### config.mk
export PLATFORM = sky130hd
export DESIGN_NAME = pwm_duty_ramp
export DESIGN_NICKNAME = d
export VERILOG_FILES = /design/src/rtl/pwm_pkg.sv /design/src/rtl/pwm_step_timer.sv /design/src/rtl/pwm_duty_ramp.sv
export SDC_FILE = /design/constraint.sdc
export NUM_CORES = 1
export LEC_CHECK = 0
export ABC_CLOCK_PERIOD_IN_PS = 2430
export CAP_MARGIN = 10
export CORE_MARGIN = 5
export CORE_UTILIZATION = 40
export DETAILED_ROUTE_END_ITERATION = 10
export MAX_ROUTING_LAYER = met4
export SETUP_SLACK_MARGIN = 0.4
export SLEW_MARGIN = 20
export SYNTH_ARGS = -nofsm -noshare
export SYNTH_HDL_FRONTEND = slang
export SYNTH_SLANG_ARGS = --single-unit
### constraint.sdc
create_clock -name clk -period 2.43 [get_ports clk]
set_input_delay 0.243 -clock clk [delete_from_list [all_inputs] [get_ports clk]]
set_output_delay 0.243 -clock clk [all_outputs]
set_load 0.1 [all_outputs]
### src/rtl/pwm_pkg.sv
// Shared definitions for the PWM duty ramp sequencer: default duty width,
// state encodings and the duty ceiling helper.
package pwm_pkg;

    localparam int DUTY_W_DEF = 4;

    localparam logic [2:0] ST_IDLE      = 3'd0;
    localparam logic [2:0] ST_RAMP_UP   = 3'd1;
    localparam logic [2:0] ST_HOLD_HIGH = 3'd2;
    localparam logic [2:0] ST_RAMP_DOWN = 3'd3;
    localparam logic [2:0] ST_HOLD_LOW  = 3'd4;

    typedef enum logic [2:0] {
        IDLE      = ST_IDLE,
        RAMP_UP   = ST_RAMP_UP,
        HOLD_HIGH = ST_HOLD_HIGH,
        RAMP_DOWN = ST_RAMP_DOWN,
        HOLD_LOW  = ST_HOLD_LOW
    } state_t;

    function automatic int duty_max(input int w);
        return (1 << w) - 1;
    endfunction

endpackage

### src/rtl/pwm_step_timer.sv
// Counts PWM period boundaries and raises a one-cycle step strobe every
// STEP_PERIODS of them; clr holds the count at zero and masks the strobe.
module pwm_step_timer #(
    parameter int STEP_PERIODS = 16
) (
    input  logic clk,
    input  logic rst_n,
    input  logic clr,
    input  logic period_end,
    output logic step
);

    localparam int CW = (STEP_PERIODS > 1) ? $clog2(STEP_PERIODS) : 1;
    localparam logic [CW-1:0] CNT_LAST = CW'(STEP_PERIODS - 1);

    logic [CW-1:0] cnt_q;
    logic [CW-1:0] cnt_d;

    assign step = period_end && !clr && (cnt_q == CNT_LAST);

    always_comb begin
        cnt_d = cnt_q;
        if (clr) begin
            cnt_d = '0;
        end else if (period_end) begin
            cnt_d = (cnt_q == CNT_LAST) ? '0 : cnt_q + CW'(1);
        end
    end

    always_ff @(posedge clk) begin
        if (!rst_n) begin
            cnt_q <= '0;
        end else begin
            cnt_q <= cnt_d;
        end
    end

endmodule

### src/rtl/pwm_duty_ramp.sv
// Triangular "breathing" duty sequencer feeding the PWM stage; duty only
// moves on step strobes, which are themselves aligned to PWM period ends.
module pwm_duty_ramp
    import pwm_pkg::*;
#(
    parameter int DUTY_W       = DUTY_W_DEF,
    parameter int STEP_PERIODS = 16,
    parameter int HOLD_STEPS   = 8
) (
    input  logic              clk,
    input  logic              rst_n,
    input  logic              en,
    input  logic              period_end,
    output logic [DUTY_W-1:0] duty_out,
    output logic              dir_out,
    output logic              cycle_done,
    output logic [2:0]        state_o
);

    localparam logic [DUTY_W-1:0] DUTY_MAX = DUTY_W'(duty_max(DUTY_W));
    localparam int HW = (HOLD_STEPS > 1) ? $clog2(HOLD_STEPS) : 1;
    localparam logic [HW-1:0] HOLD_LAST = HW'((HOLD_STEPS > 0) ? HOLD_STEPS - 1 : 0);

    state_t            state_q;
    logic [DUTY_W-1:0] duty_q;
    logic              dir_q;
    logic              done_q;
    logic [HW-1:0]     hold_q;

    logic              step;
    logic              abort;
    logic [DUTY_W-1:0] up_next;
    logic [DUTY_W-1:0] dn_next;

    pwm_step_timer #(
        .STEP_PERIODS(STEP_PERIODS)
    ) u_step_timer (
        .clk       (clk),
        .rst_n     (rst_n),
        .clr       (state_q == IDLE),
        .period_end(period_end),
        .step      (step)
    );

    // A dropped en is only acted on at a period boundary, so the PWM never
    // sees a mid-period change; this outranks any step on the same edge.
    assign abort   = (state_q != IDLE) && period_end && !en;
    assign up_next = (duty_q == DUTY_MAX) ? duty_q : duty_q + DUTY_W'(1);
    assign dn_next = (duty_q == '0) ? duty_q : duty_q - DUTY_W'(1);

    always_ff @(posedge clk) begin
        if (!rst_n) begin
            state_q <= IDLE;
            duty_q  <= '0;
            dir_q   <= 1'b0;
            done_q  <= 1'b0;
            hold_q  <= '0;
        end else begin
            done_q <= 1'b0;
            if (abort) begin
                state_q <= IDLE;
                duty_q  <= '0;
                dir_q   <= 1'b0;
                hold_q  <= '0;
            end else begin
                case (state_q)
                    IDLE: begin
                        duty_q <= '0;
                        hold_q <= '0;
                        if (en) begin
                            state_q <= RAMP_UP;
                            dir_q   <= 1'b1;
                        end
                    end
                    RAMP_UP: if (step) begin
                        duty_q <= up_next;
                        if (up_next == DUTY_MAX) begin
                            if (HOLD_STEPS > 0) begin
                                state_q <= HOLD_HIGH;
                            end else begin
                                state_q <= RAMP_DOWN;
                                dir_q   <= 1'b0;
                            end
                        end
                    end
                    HOLD_HIGH: if (step) begin
                        if (hold_q == HOLD_LAST) begin
                            hold_q  <= '0;
                            state_q <= RAMP_DOWN;
                            dir_q   <= 1'b0;
                        end else begin
                            hold_q <= hold_q + HW'(1);
                        end
                    end
                    RAMP_DOWN: if (step) begin
                        duty_q <= dn_next;
                        if (dn_next == '0) begin
                            if (HOLD_STEPS > 0) begin
                                state_q <= HOLD_LOW;
                            end else begin
                                done_q  <= 1'b1;
                                state_q <= en ? RAMP_UP : IDLE;
                                dir_q   <= en;
                            end
                        end
                    end
                    HOLD_LOW: if (step) begin
                        if (hold_q == HOLD_LAST) begin
                            hold_q  <= '0;
                            done_q  <= 1'b1;
                            state_q <= en ? RAMP_UP : IDLE;
                            dir_q   <= en;
                        end else begin
                            hold_q <= hold_q + HW'(1);
                        end
                    end
                    default: state_q <= IDLE;
                endcase
            end
        end
    end

    assign duty_out   = duty_q;
    assign dir_out    = dir_q;
    assign cycle_done = done_q;
    assign state_o    = state_q;

endmodule
# ---- After elaboration in Yosys (flattened, before gate mapping)
# Cells that the tools add are included.
dict set report classes {
  n_shift 0
  n_div 0
  addsub 4
  n_lt_le_gt_ge 0
  n_eq_ne 18
  bitwise 3
  mul 0
  n_reduce_logical 21
  muxes 27
}
# op n
set op_table {}
lappend op_table {{3-bit two-way mux} 11}
lappend op_table {{4-bit two-way mux} 5}
lappend op_table {{2-bit != test (second input constant)} 9}
lappend op_table {{3-bit one-hot mux with 5 select lines} 1}
lappend op_table {{4-bit equality test (second input constant)} 3}
lappend op_table {{4-bit one-hot mux with 3 select lines} 1}
lappend op_table {{9-bit AND reduction} 1}
lappend op_table {{3-bit nonzero test} 3}
lappend op_table {{4-bit by 1-bit adder with 4-bit output (second input constant)} 2}
lappend op_table {{4-bit logical NOT} 2}
lappend op_table {{1-bit two-way mux} 7}
lappend op_table {{3-bit by 2-bit equality test with 1-bit output (second input constant)} 2}
lappend op_table {{3-bit equality test (second input constant)} 2}
lappend op_table {{3-bit one-hot mux with 2 select lines} 1}
lappend op_table {{6-bit AND reduction} 1}
lappend op_table {{2-bit OR reduction} 3}
lappend op_table {{1-bit logical AND} 4}
lappend op_table {{4-bit OR reduction} 1}
lappend op_table {{4-bit by 1-bit subtractor with 4-bit output (second input constant)} 1}
lappend op_table {{3-bit by 1-bit adder with 3-bit output (second input constant)} 1}
lappend op_table {{3-bit by 1-bit equality test with 1-bit output (second input constant)} 1}
lappend op_table {{3-bit logical NOT} 1}
lappend op_table {{1-bit inverter} 3}
lappend op_table {{1-bit one-hot mux with 3 select lines} 1}
lappend op_table {{5 further kinds} 6}
dict set report totals {
  in_bits 4
  ff_bits 16
  wordCells 79
  out_inout_bits 9
  mem_bits_rw 0
  mem_bits_ro 0
  latchBits 0
  mem_count 0
}

# ---- Depth between registers and ports, before layout
# Gate-level depths: netlist (run 1).
dict set report logic_depth {
  depth_word 6
  mapped_depth 7
  depth_no_buf 6
}

# ---- Hierarchy
# A second synthesis (run 1) with hierarchy kept.
dict set report hier_totals {
  cells_unflattened 137
  area_unflattened_um2 1144.8
}
# module area_per_inst_um2 n_inst cells_per_inst
set by_module_without_submodules {}
lappend by_module_without_submodules {pwm_duty_ramp 965.9 1 118}
lappend by_module_without_submodules {pwm_step_timer 178.9 1 19}

# ---- Worst setup path before layout (run 1)
# Ideal clock, no wire load.
dict set report synth_path {
  path_kind {register -> register}
  startpoint {reg duty_q[1] (netlist: duty_out[1])}
  endpoint {reg state_q[2] (netlist: state_o[2])}
  slack_ns -0.233
  setup_time_ns 0.073
  t_required_ns 2.357
  period_less_slack_ns 2.663
  path_stages_with_launch 8
  t_arrival_ns 2.590
  n_path_buf 1
  cell_sequence {dfxtp_1 buf_2 inv_1 ha_1 nor4bb_1 nor3_1 or4_1 a21oi_1}
}
dict set report synth_via {
  elab_chain_len 5
}
# item line
set synth_rtl {}
lappend synth_rtl {{from (decl)} pwm_duty_ramp.sv:25} ;# logic [DUTY_W-1:0] duty_q;
lappend synth_rtl {{from (signal assigned)} pwm_duty_ramp.sv:76} ;# duty_q <= up_next;
lappend synth_rtl {{from (signal assigned)} pwm_duty_ramp.sv:96} ;# duty_q <= dn_next;
lappend synth_rtl {{4-bit by 1-bit adder with 4-bit output, or another cell as far along} pwm_duty_ramp.sv:48} ;# assign up_next = (duty_q == DUTY_MAX) ? duty_q : duty_q + DUTY_W'(1);
lappend synth_rtl {{4-bit two-way mux (on tied branches)} {pwm_duty_ramp.sv:48, pwm_duty_ramp.sv:49}}
lappend synth_rtl {{4-bit equality test / 4-bit logical NOT (equally long branches)} {pwm_duty_ramp.sv:77, pwm_duty_ramp.sv:97}}
lappend synth_rtl {{2-bit != test (no line)} -}
lappend synth_rtl {{9-bit AND reduction (no line) (*)} -}
lappend synth_rtl {{to (signal assigned)} pwm_duty_ramp.sv:102} ;# state_q <= en ? RAMP_UP : IDLE;
lappend synth_rtl {{to (signal assigned)} pwm_duty_ramp.sv:111} ;# state_q <= en ? RAMP_UP : IDLE;
lappend synth_rtl {{to (decl)} pwm_duty_ramp.sv:24} ;# state_t state_q;
# Every way passes the cells marked *; elsewhere a longest branch is shown, timed or not.
# A chain may end at the register's enable or synchronous reset.

# ---- Worst setup path after layout (run 1)
dict set report layout_path {
  startpoint {reg duty_q[0] (netlist: duty_out[0])}
  endpoint {reg state_q[1] (netlist: state_o[1])}
}
# The elaborated chain is that of the path after synthesis.

==> flow_summary_export.csv, run 1 <==
group,metric,value,unit
logic_synthesis,synth_edf_count,0,
floorplan,floorplan.initialDensity,42.2,%
sta,worst_pin_slew,0.561,ns
power,seq_power_share,55.3,%
layout,diodes,0,
clock_tree,insertion_delay,0.28,ns
sta,setup_viol,0,
clock_tree,clock_sink_count,16,
power,vdd_drop_max,0.312,mV
worst_setup_path,startpoint_type,"flop",
global_routing,grt_max_degree,19,
min_path,hold_path_class,"flop to flop",
placed_design,place_congestion,0.787,
sta,rsz0062_at_grt,"no",
logic_synthesis,syn_inst,141,
logic_synthesis,post-synth-top-area-cell,"dfxtp_1",
logic_synthesis,synth.most_common_cell,"dfxtp_1",
logic_synthesis,synth.avg_cell_area,8.33,sq um
sta,fmax,535,MHz
clock_tree,htreeDepth,1,
layout,final_nets,157,
floorplan,die_x,64.2,um
logic_synthesis,syn_area,1170,sq um
global_routing,grt_pass1_vias,960,
power,leakage,0.000518,uW
sta,setup-tns-final,0,ns
placed_design,io_buffers,12,
global_routing,grt_pass1_wl,4.53,mm
worst_setup_path,worstPathMaxFanout,13,
floorplan,die_y,64.2,um
sta,maxSlewHeadroom,62.5,%
layout,final_cell_count_no_fill,177,
flow_run,maxCapViolations,0,
logic_synthesis,ys.warnings.count,0,
global_routing,grt_use_total,13.9,%
placed_design,dp.cells,174,
worst_setup_path,crit_type,"flop to flop",
drt,viasPerCell,6.13,
power,p_switching,151,uW
drt,route.detailed.drc,0,
sta,min_period,1.87,ns
drt,first_pass_iters,4,
clock_tree,clk_pin_slew,0.09,ns
worst_setup_path,required,2.62,ns
worst_setup_path,endpoint_kind,"flop",
clock_tree,clk_path_buf_depth,2,
placed_design,dp_hpwl,1.97,mm
floorplan,ios,13,
floorplan,dieArea,4120,sq um
logic_synthesis,synth.area.top_cells,"dfxtp_1, ha_1, a21oi_1, nor2_1, nand3_1",
layout,nFillCells,276,
drt,postRouteWirelength,2.72,mm
power,power_density,379,nW/um^2
logic_synthesis,synthesis.nets,150,
power,pwr-share-comb,16.3,%
logic_synthesis,synthTopCellsByCount,"dfxtp_1, a21oi_1, nor2_1",
global_routing,overflow,0,
power,clkPwrFrac,28.3,%
floorplan,core-area,2780,sq um
logic_synthesis,ys_types,52,
logic_synthesis,postSynth.asyncResetShare,0,%
global_routing,antenna_found_initial,0,
floorplan,rows,19,
clock_tree,cts_inserted_buffers,3,
power,switching_share,30.3,%
power,finalPower,497,uW
drt,postRouteAntennaNets,0,
clock_tree,cts_tree,"built",
logic_synthesis,synthFlopType,"dfxtp_1",
sta,hold_violations,0,
layout,area_growth,11.7,%
power,p_int,346,uW
clock_tree,cts.hold.buffers_added,0,
run_status,status,"finished, final reports clean",
logic_synthesis,synth-seq-cells,16,
sta,finalCritPeriodShare,77.0,%
clock_tree,root_buffer,"clkbuf_4",
layout,drive_gt1_share,20.5,%
drt,vias,1085,
drt,wl_per_cell,15.4,um
drt,drtIter0Drc,45,
sta,finClkSkew,0.00328,ns
sta,maxSlewViolCount,0,
worst_setup_path,crit_arrival,2.06,ns
logic_synthesis,synth_top_area_share,27.3,%
logic_synthesis,yosysSeqAreaShare,27.3,%
[critical path, stage by stage (launching register included)]
cell and delay [ns]:
dfxtp_4 0.42, inv_1 0.11, ha_4 0.30, and4bb_1 0.20, nor3_1 0.08, or3_1 0.32
a2111oi_2 0.34
[final timing paths]
check	from	to	slack, ns	cells past startpoint
worst max register to register	duty_out[0]	state_o[1]	0.56	6
worst min-delay path	hold_q[0]	hold_q[0]	0.51	2
worst max-delay path	duty_out[0]	state_o[1]	0.56	6
worst min register to register	hold_q[0]	hold_q[0]	0.51	2
[power by group through the flow]
| stage | clock network, uW | logic [uW] | registers [uW] |
|---|---|---|---|
| after CTS | 147 | 81.1 | 275 |
| after floorplan | 0 | 38.0 | 303 |
| after global placement | 0 | 80.4 | 281 |
| after detailed placement | 0 | 80.8 | 281 |
| final | 141 | 81.1 | 275 |
| after global routing | 159 | 87.2 | 276 |
[layout make-up]
class	instances	area (sq um)	share of cell area, %
well taps	31	38.8	2.96
multi-input cells	107	785	59.8
clock buffers	3	22.5	1.72
flip-flops and latches	16	332	25.3
inverters	6	22.5	1.72
repair buffers	14	113	8.58
[placed cells by master, fill, tap and decap left out, types with 2 or more instances in the layout]
cell type         n
a21oi_1          12
dfxtp_1          11
buf_4            11
nor2_1           10
nor3_1            7
nand3_1           7
inv_1             5
o21ai_0           5
nand2_1           5
or3_1             5
ha_1              4
nand2b_1          3
and4_1            3
clkbuf_4          3
dfxtp_2           3
clkdlybuf4s50_1   3
nand4_1           2
a211oi_1          2
o221a_2           2
xnor2_1           2
o21ai_1           2
o211ai_1          2
and4bb_1          2
xor2_1            2
or3b_1            2
dfxtp_4           2
[timing repair]
item                                    CTS  global route
endpoints found under the setup margin    0             1
resized for setup                         0             2
setup buffers                             0             0
[through the flow]
stage,area (sq um),util (%),hold slack [ns],worst slack (ns)
2_1_floorplan,1200,-,0.387,0.358
3_3_place_gp,1270,45.8,0.498,0.433
3_5_place_dp,1270,45.8,0.492,0.402
4_1_cts,1300,46.6,0.507,0.476
5_1_grt,1310,47.2,0.551,0.452
6_report,1310,47.2,0.509,0.560
[registers in the layout (all words and copies together) (netlist names)]
name / flops
dir_out: 1
duty_out: 4
u_step_timer.cnt_q: 4
cycle_done: 1
state_o: 3
hold_q: 3
[logic make-up after synthesis]
family                   count (synthesis)  synth area share [%]
AND/OR/NAND/NOR                         58                  31.2
AO/OA/AOI/OAI                           38                  22.2
buffers and inverters                   18                  8.31
flip-flops                              16                  27.3
adder cells (fa/ha/maj)                  5                  5.32
XOR/XNOR                                 4                  2.98
multiplexers                             2                  2.77
[per-layer routing]
layer	track usage, %	up-vias	wire (um)
met5	-	-	0
met4	2.29	0	12
met3	4.38	2	152
met2	20.0	22	1280
met1	19.3	513	1270
li1	-	548	-
Power figures use the tool's default switching activity.
==> run 2, diff against run 1 <==
ABC_CLOCK_PERIOD_IN_PS = 1700   (was 2430)
clock period = 1.7 ns   (was 2.43 ns; I/O delays follow)
==> flow_summary_export.csv, run 2 (same netlist as run 1, synthesis figures left out) <==
group,metric,value,unit
layout,final_cell_mix,"buf_4, dfxtp_4, a21oi_1, nor2_1, buf_6",
layout,area_growth,50.1,%
layout,nFillCells,235,
run_status,violations,"negative setup slack",
worst_setup_path,max_stage_delay,0.39,ns
sta,maxSlewViolCount,0,
clock_tree,root_buffer,"clkbuf_4",
worst_setup_path,cp_cell_sequence,"inv_4 -> ha_4 -> and4bb_1 -> nor3_1 -> or3_1 -> a2111oi_4",
floorplan,floorplan.initialDensity,42.2,%
power,power_density,447,nW/um^2
layout,diodes,0,
sta,finClkSkew,0.00592,ns
global_routing,grt_pass1_wl,5.19,mm
worst_setup_path,crit_arrival,1.91,ns
drt,wl_per_cell,16.3,um
floorplan,core-area,2780,sq um
worst_setup_path,crit_type,"flop to flop",
layout,final_nets,179,
global_routing,grt_max_degree,19,
worst_setup_path,crit_slowest_cell,"dfxtp_4",
min_path,hold_path_class,"flop to flop",
drt,route.detailed.drc,0,
sta,maxSlewHeadroom,75.7,%
layout,mostFrequentLayoutCell,"buf_4",
worst_setup_path,startpoint_type,"flop",
clock_tree,insertion_delay,0.29,ns
clock_tree,cts_inserted_buffers,3,
global_routing,overflow,0,
worst_setup_path,endpoint_kind,"flop",
floorplan,rows,19,
sta,fmax,584,MHz
worst_setup_path,cp_num_buf_inv,1,
sta,hold_violations,0,
clock_tree,cts_tree,"built",
clock_tree,clock_sink_count,16,
drt,drtIter0Drc,50,
floorplan,die_y,64.2,um
drt,viasPerCell,5.93,
drt,postRouteWirelength,3.25,mm
sta,finalCritPeriodShare,101,%
sta,setup_viol,2,
layout,drive_gt1_share,47.9,%
sta,worst_pin_slew,0.364,ns
clock_tree,clk_path_buf_depth,2,
placed_design,io_buffers,12,
worst_setup_path,worstPathMaxFanout,5,
clock_tree,htreeDepth,1,
sta,min_period,1.71,ns
floorplan,dieArea,4120,sq um
drt,vias,1185,
layout,fin_util,63.4,%
floorplan,die_x,64.2,um
power,vdd_drop_max,0.557,mV
run_status,status,"finished, violations left",
drt,postRouteAntennaNets,0,
sta,fin_ws,-0.0114,ns
global_routing,antenna_found_initial,0,
placed_design,place_congestion,0.906,
floorplan,ios,13,
clock_tree,clk_pin_slew,0.10,ns
placed_design,dp_hpwl,2.11,mm
worst_setup_path,required,1.90,ns
worst_setup_path,crit_family,"simple AND/OR/NAND/NOR gates",
power,finalPower,789,uW
drt,first_pass_iters,4,
global_routing,grt_use_total,15.6,%
power,leakage,0.000673,uW
clock_tree,cts.hold.buffers_added,0,
sta,rsz0062_at_grt,"yes",
global_routing,grt_pass1_vias,1142,
flow_run,maxCapViolations,0,
## run 2: cell types whose count changed in the layout (fill, tap and decap cells not counted), sizes merged
cell    previous run  this run
clkbuf             3         4
buf               11        33
## run 2: through the flow
stage / worst slack, ns / hold WS [ns] / setup TNS (ns) / area, sq um / cells
2_1_floorplan: -0.242 / 0.303 / -0.468 / 1300 / 141
3_3_place_gp: -0.0445 / 0.493 / -0.0711 / 1530 / 187
3_5_place_dp: -0.0767 / 0.516 / -0.266 / 1530 / 187
4_1_cts: 0.0228 / 0.532 / 0 / 1630 / 198
5_1_grt: -0.0908 / 0.561 / -0.234 / 1760 / 200
6_report: -0.0114 / 0.530 / -0.0129 / 1760 / 200
## run 2: timing repair
item / CTS / global route
pin swaps: 8 / 7
gates cloned: 0 / 0
buffers inserted: 7 / 2
endpoints found under the setup margin: 12 / 14
gates resized for setup: 5 / 27
## run 2: where the power goes
group / leakage, uW / internal, uW / total, uW / switching [uW]
logic: 0.000516 / 51.2 / 140 / 88.7
registers: 0.000136 / 371 / 391 / 19.5
clock network: 0.0000210 / 131 / 258 / 128
## run 2: final cells by class
| class | instances | area [sq um] | share of cell area, % |
|---|---|---|---|
| clock buffers | 4 | 36.3 | 2.06 |
| flip-flops and latches | 16 | 354 | 20.1 |
| repair buffers | 36 | 395 | 22.4 |
| inverters | 6 | 27.5 | 1.56 |
| multi-input cells | 107 | 911 | 51.7 |
| well taps | 31 | 38.8 | 2.20 |
## run 2: path summary, 6_finish.rpt
check                                  from    endpoint  slack, ns  cells after the start
worst max register to register  duty_out[1]  state_o[1]      -0.01                      6
worst min register to register      dir_out     dir_out       0.53                      2
worst min-delay path                dir_out     dir_out       0.53                      2
worst max-delay path            duty_out[1]  state_o[1]      -0.01                      6
## run 2: routing by layer
metal / GRT usage (%) / vias up / share of wire [%] / routed length [um]
met3: 2.10 / 4 / 2.3 / 76
met2: 24.4 / 20 / 49 / 1600
met5: - / - / 0 / 0
li1: - / 589 / - / -
met4: 7.12 / 0 / 1.4 / 44
met1: 19.9 / 572 / 47 / 1530
## run 2: worst register-to-register path, stage by stage (launching register included)
cell and delay (ns):
dfxtp_4 0.39, inv_4 0.04, ha_4 0.28, and4bb_1 0.19
nor3_1 0.07, or3_1 0.35, a2111oi_4 0.29
==> run 3, diff against run 2 <==
ABC_CLOCK_PERIOD_IN_PS = 2100   (was 1700)
SLEW_MARGIN = 25   (was 20)
clock period = 2.1 ns   (was 1.7 ns; I/O delays follow)
==> flow_summary_export.csv, run 3 (same netlist as run 1, synthesis figures left out) <==
group,metric,value,unit
run_status,status,"finished, final reports clean",
layout,final_cell_mix,"buf_4, a21oi_1, nor2_1, dfxtp_1, nand3_1",
layout,area_growth,20.8,%
sta,worst_pin_slew,0.361,ns
worst_setup_path,endpoint_kind,"flop",
layout,nFillCells,270,
global_routing,overflow,0,
drt,viasPerCell,6.03,
worst_setup_path,worstPathMaxFanout,6,
drt,vias,1128,
clock_tree,clk_pin_slew,0.10,ns
worst_setup_path,r2r_slack,0.41,ns
floorplan,floorplan.initialDensity,42.2,%
clock_tree,clk_path_buf_depth,2,
sta,setup-tns-final,0,ns
global_routing,antenna_found_initial,0,
global_routing,grt_use_total,14.8,%
clock_tree,cts_inserted_buffers,3,
drt,first_pass_iters,4,
floorplan,core-area,2780,sq um
placed_design,io_buffers,12,
layout,mostFrequentLayoutCell,"buf_4",
power,p_switching,178,uW
drt,drtIter0Drc,68,
worst_setup_path,crit_type,"flop to flop",
floorplan,ios,13,
layout,final_nets,166,
drt,wl_per_cell,15.1,um
sta,rsz0062_at_grt,"yes",
placed_design,place_congestion,0.881,
layout,register_area,337,sq um
global_routing,grt_pass1_vias,1075,
sta,finClkSkew,0.00616,ns
power,leakage,0.000570,uW
flow_run,maxCapViolations,0,
sta,setup_viol,0,
power,power_density,410,nW/um^2
global_routing,grt_pass1_wl,4.89,mm
floorplan,rows,19,
layout,drive_gt1_share,30.8,%
sta,fmax,590,MHz
placed_design,dp_hpwl,1.97,mm
min_path,hold_path_class,"flop to flop",
power,p_int,403,uW
clock_tree,insertion_delay,0.29,ns
floorplan,dieArea,4120,sq um
layout,final_area,1420,sq um
clock_tree,root_buffer,"clkbuf_4",
floorplan,die_x,64.2,um
floorplan,die_y,64.2,um
clock_tree,cts_tree,"built",
clock_tree,htreeDepth,1,
sta,maxSlewHeadroom,75.8,%
sta,maxSlewViolCount,0,
power,pwr-share-comb,16.2,%
drt,postRouteAntennaNets,0,
worst_setup_path,startpoint_type,"flop",
sta,hold_violations,0,
worst_setup_path,required,2.28,ns
sta,min_period,1.69,ns
clock_tree,clock_sink_count,16,
power,seq_power_share,54.6,%
sta,finalCritPeriodShare,80.7,%
clock_tree,cts.hold.buffers_added,0,
layout,multi_input_area,810,sq um
placed_design,post_dp_cell_area,1310,sq um
power,switching_share,30.7,%
drt,postRouteWirelength,2.82,mm
worst_setup_path,crit_arrival,1.88,ns
global_routing,grt_max_degree,19,
layout,diodes,0,
power,clkPwrFrac,29.2,%
drt,route.detailed.drc,0,
power,vdd_drop_max,0.400,mV
-- run 3: cell types whose count changed in the layout (fill, tap and decap cells not counted), sizes merged --
cell,change
clkbuf,-1
buf,-13
clkinv,+1
-- run 3: layout make-up --
type / count / share of cell area [%]
flip-flops and latches: 16 / 23.7
multi-input cells: 107 / 57.1
clock buffers: 3 / 1.59
inverters: 6 / 1.94
clock inverters: 1 / 0.265
repair buffers: 23 / 12.7
well taps: 31 / 2.73
-- run 3: path summary, 6_finish.rpt --
path          startpoint          to  cells after the start
min reg2reg      dir_out     dir_out                      2
min              dir_out     dir_out                      2
max reg2reg  duty_out[1]  state_o[1]                      6
max          duty_out[1]  state_o[1]                      6
-- run 3: critical path, cell delays in order (launching register included) --
cell and delay, ns:
dfxtp_4 0.40, inv_4 0.04, ha_4 0.28, and4bb_1 0.21, nor3_2 0.06, or3_1 0.32
a2111oi_2 0.28
-- run 3: what timing repair did --
action	in CTS	in global routing
endpoints found under the setup margin	3	6
cloned	0	0
endpoints found under the hold margin	0	0
buffers inserted	4	3
pin swaps	1	4
resized for setup	1	6
-- run 3: stage by stage --
stage               std cells  power (uW)  hold slack, ns  util, %  setup WS, ns
floorplan                 141         393           0.354        -         0.158
global placement          176         418           0.508     47.2         0.361
detailed placement        176         417           0.506     47.2         0.348
CTS                       184         589           0.524     49.3         0.394
global route              187         611           0.564     51.0         0.320
finish                    187         581           0.522     51.0         0.406
-- run 3: layer usage --
metal  GRT usage [%]  routed length, um  up-vias
met3            1.75                107        6
met4            5.60                 52        0
met2            22.7               1320       26
li1                -                  -      563
met5               -                  0        -
met1            19.8               1340      533
-- run 3: power by group through the flow --
stage          logic (uW)  registers (uW)  clock network [uW]
2_1_floorplan        44.0             349                   0
3_3_place_gp         94.2             324                   0
3_5_place_dp         93.9             324                   0
4_1_cts              94.4             317                 178
5_1_grt               102             320                 189
6_report             94.2             317                 170
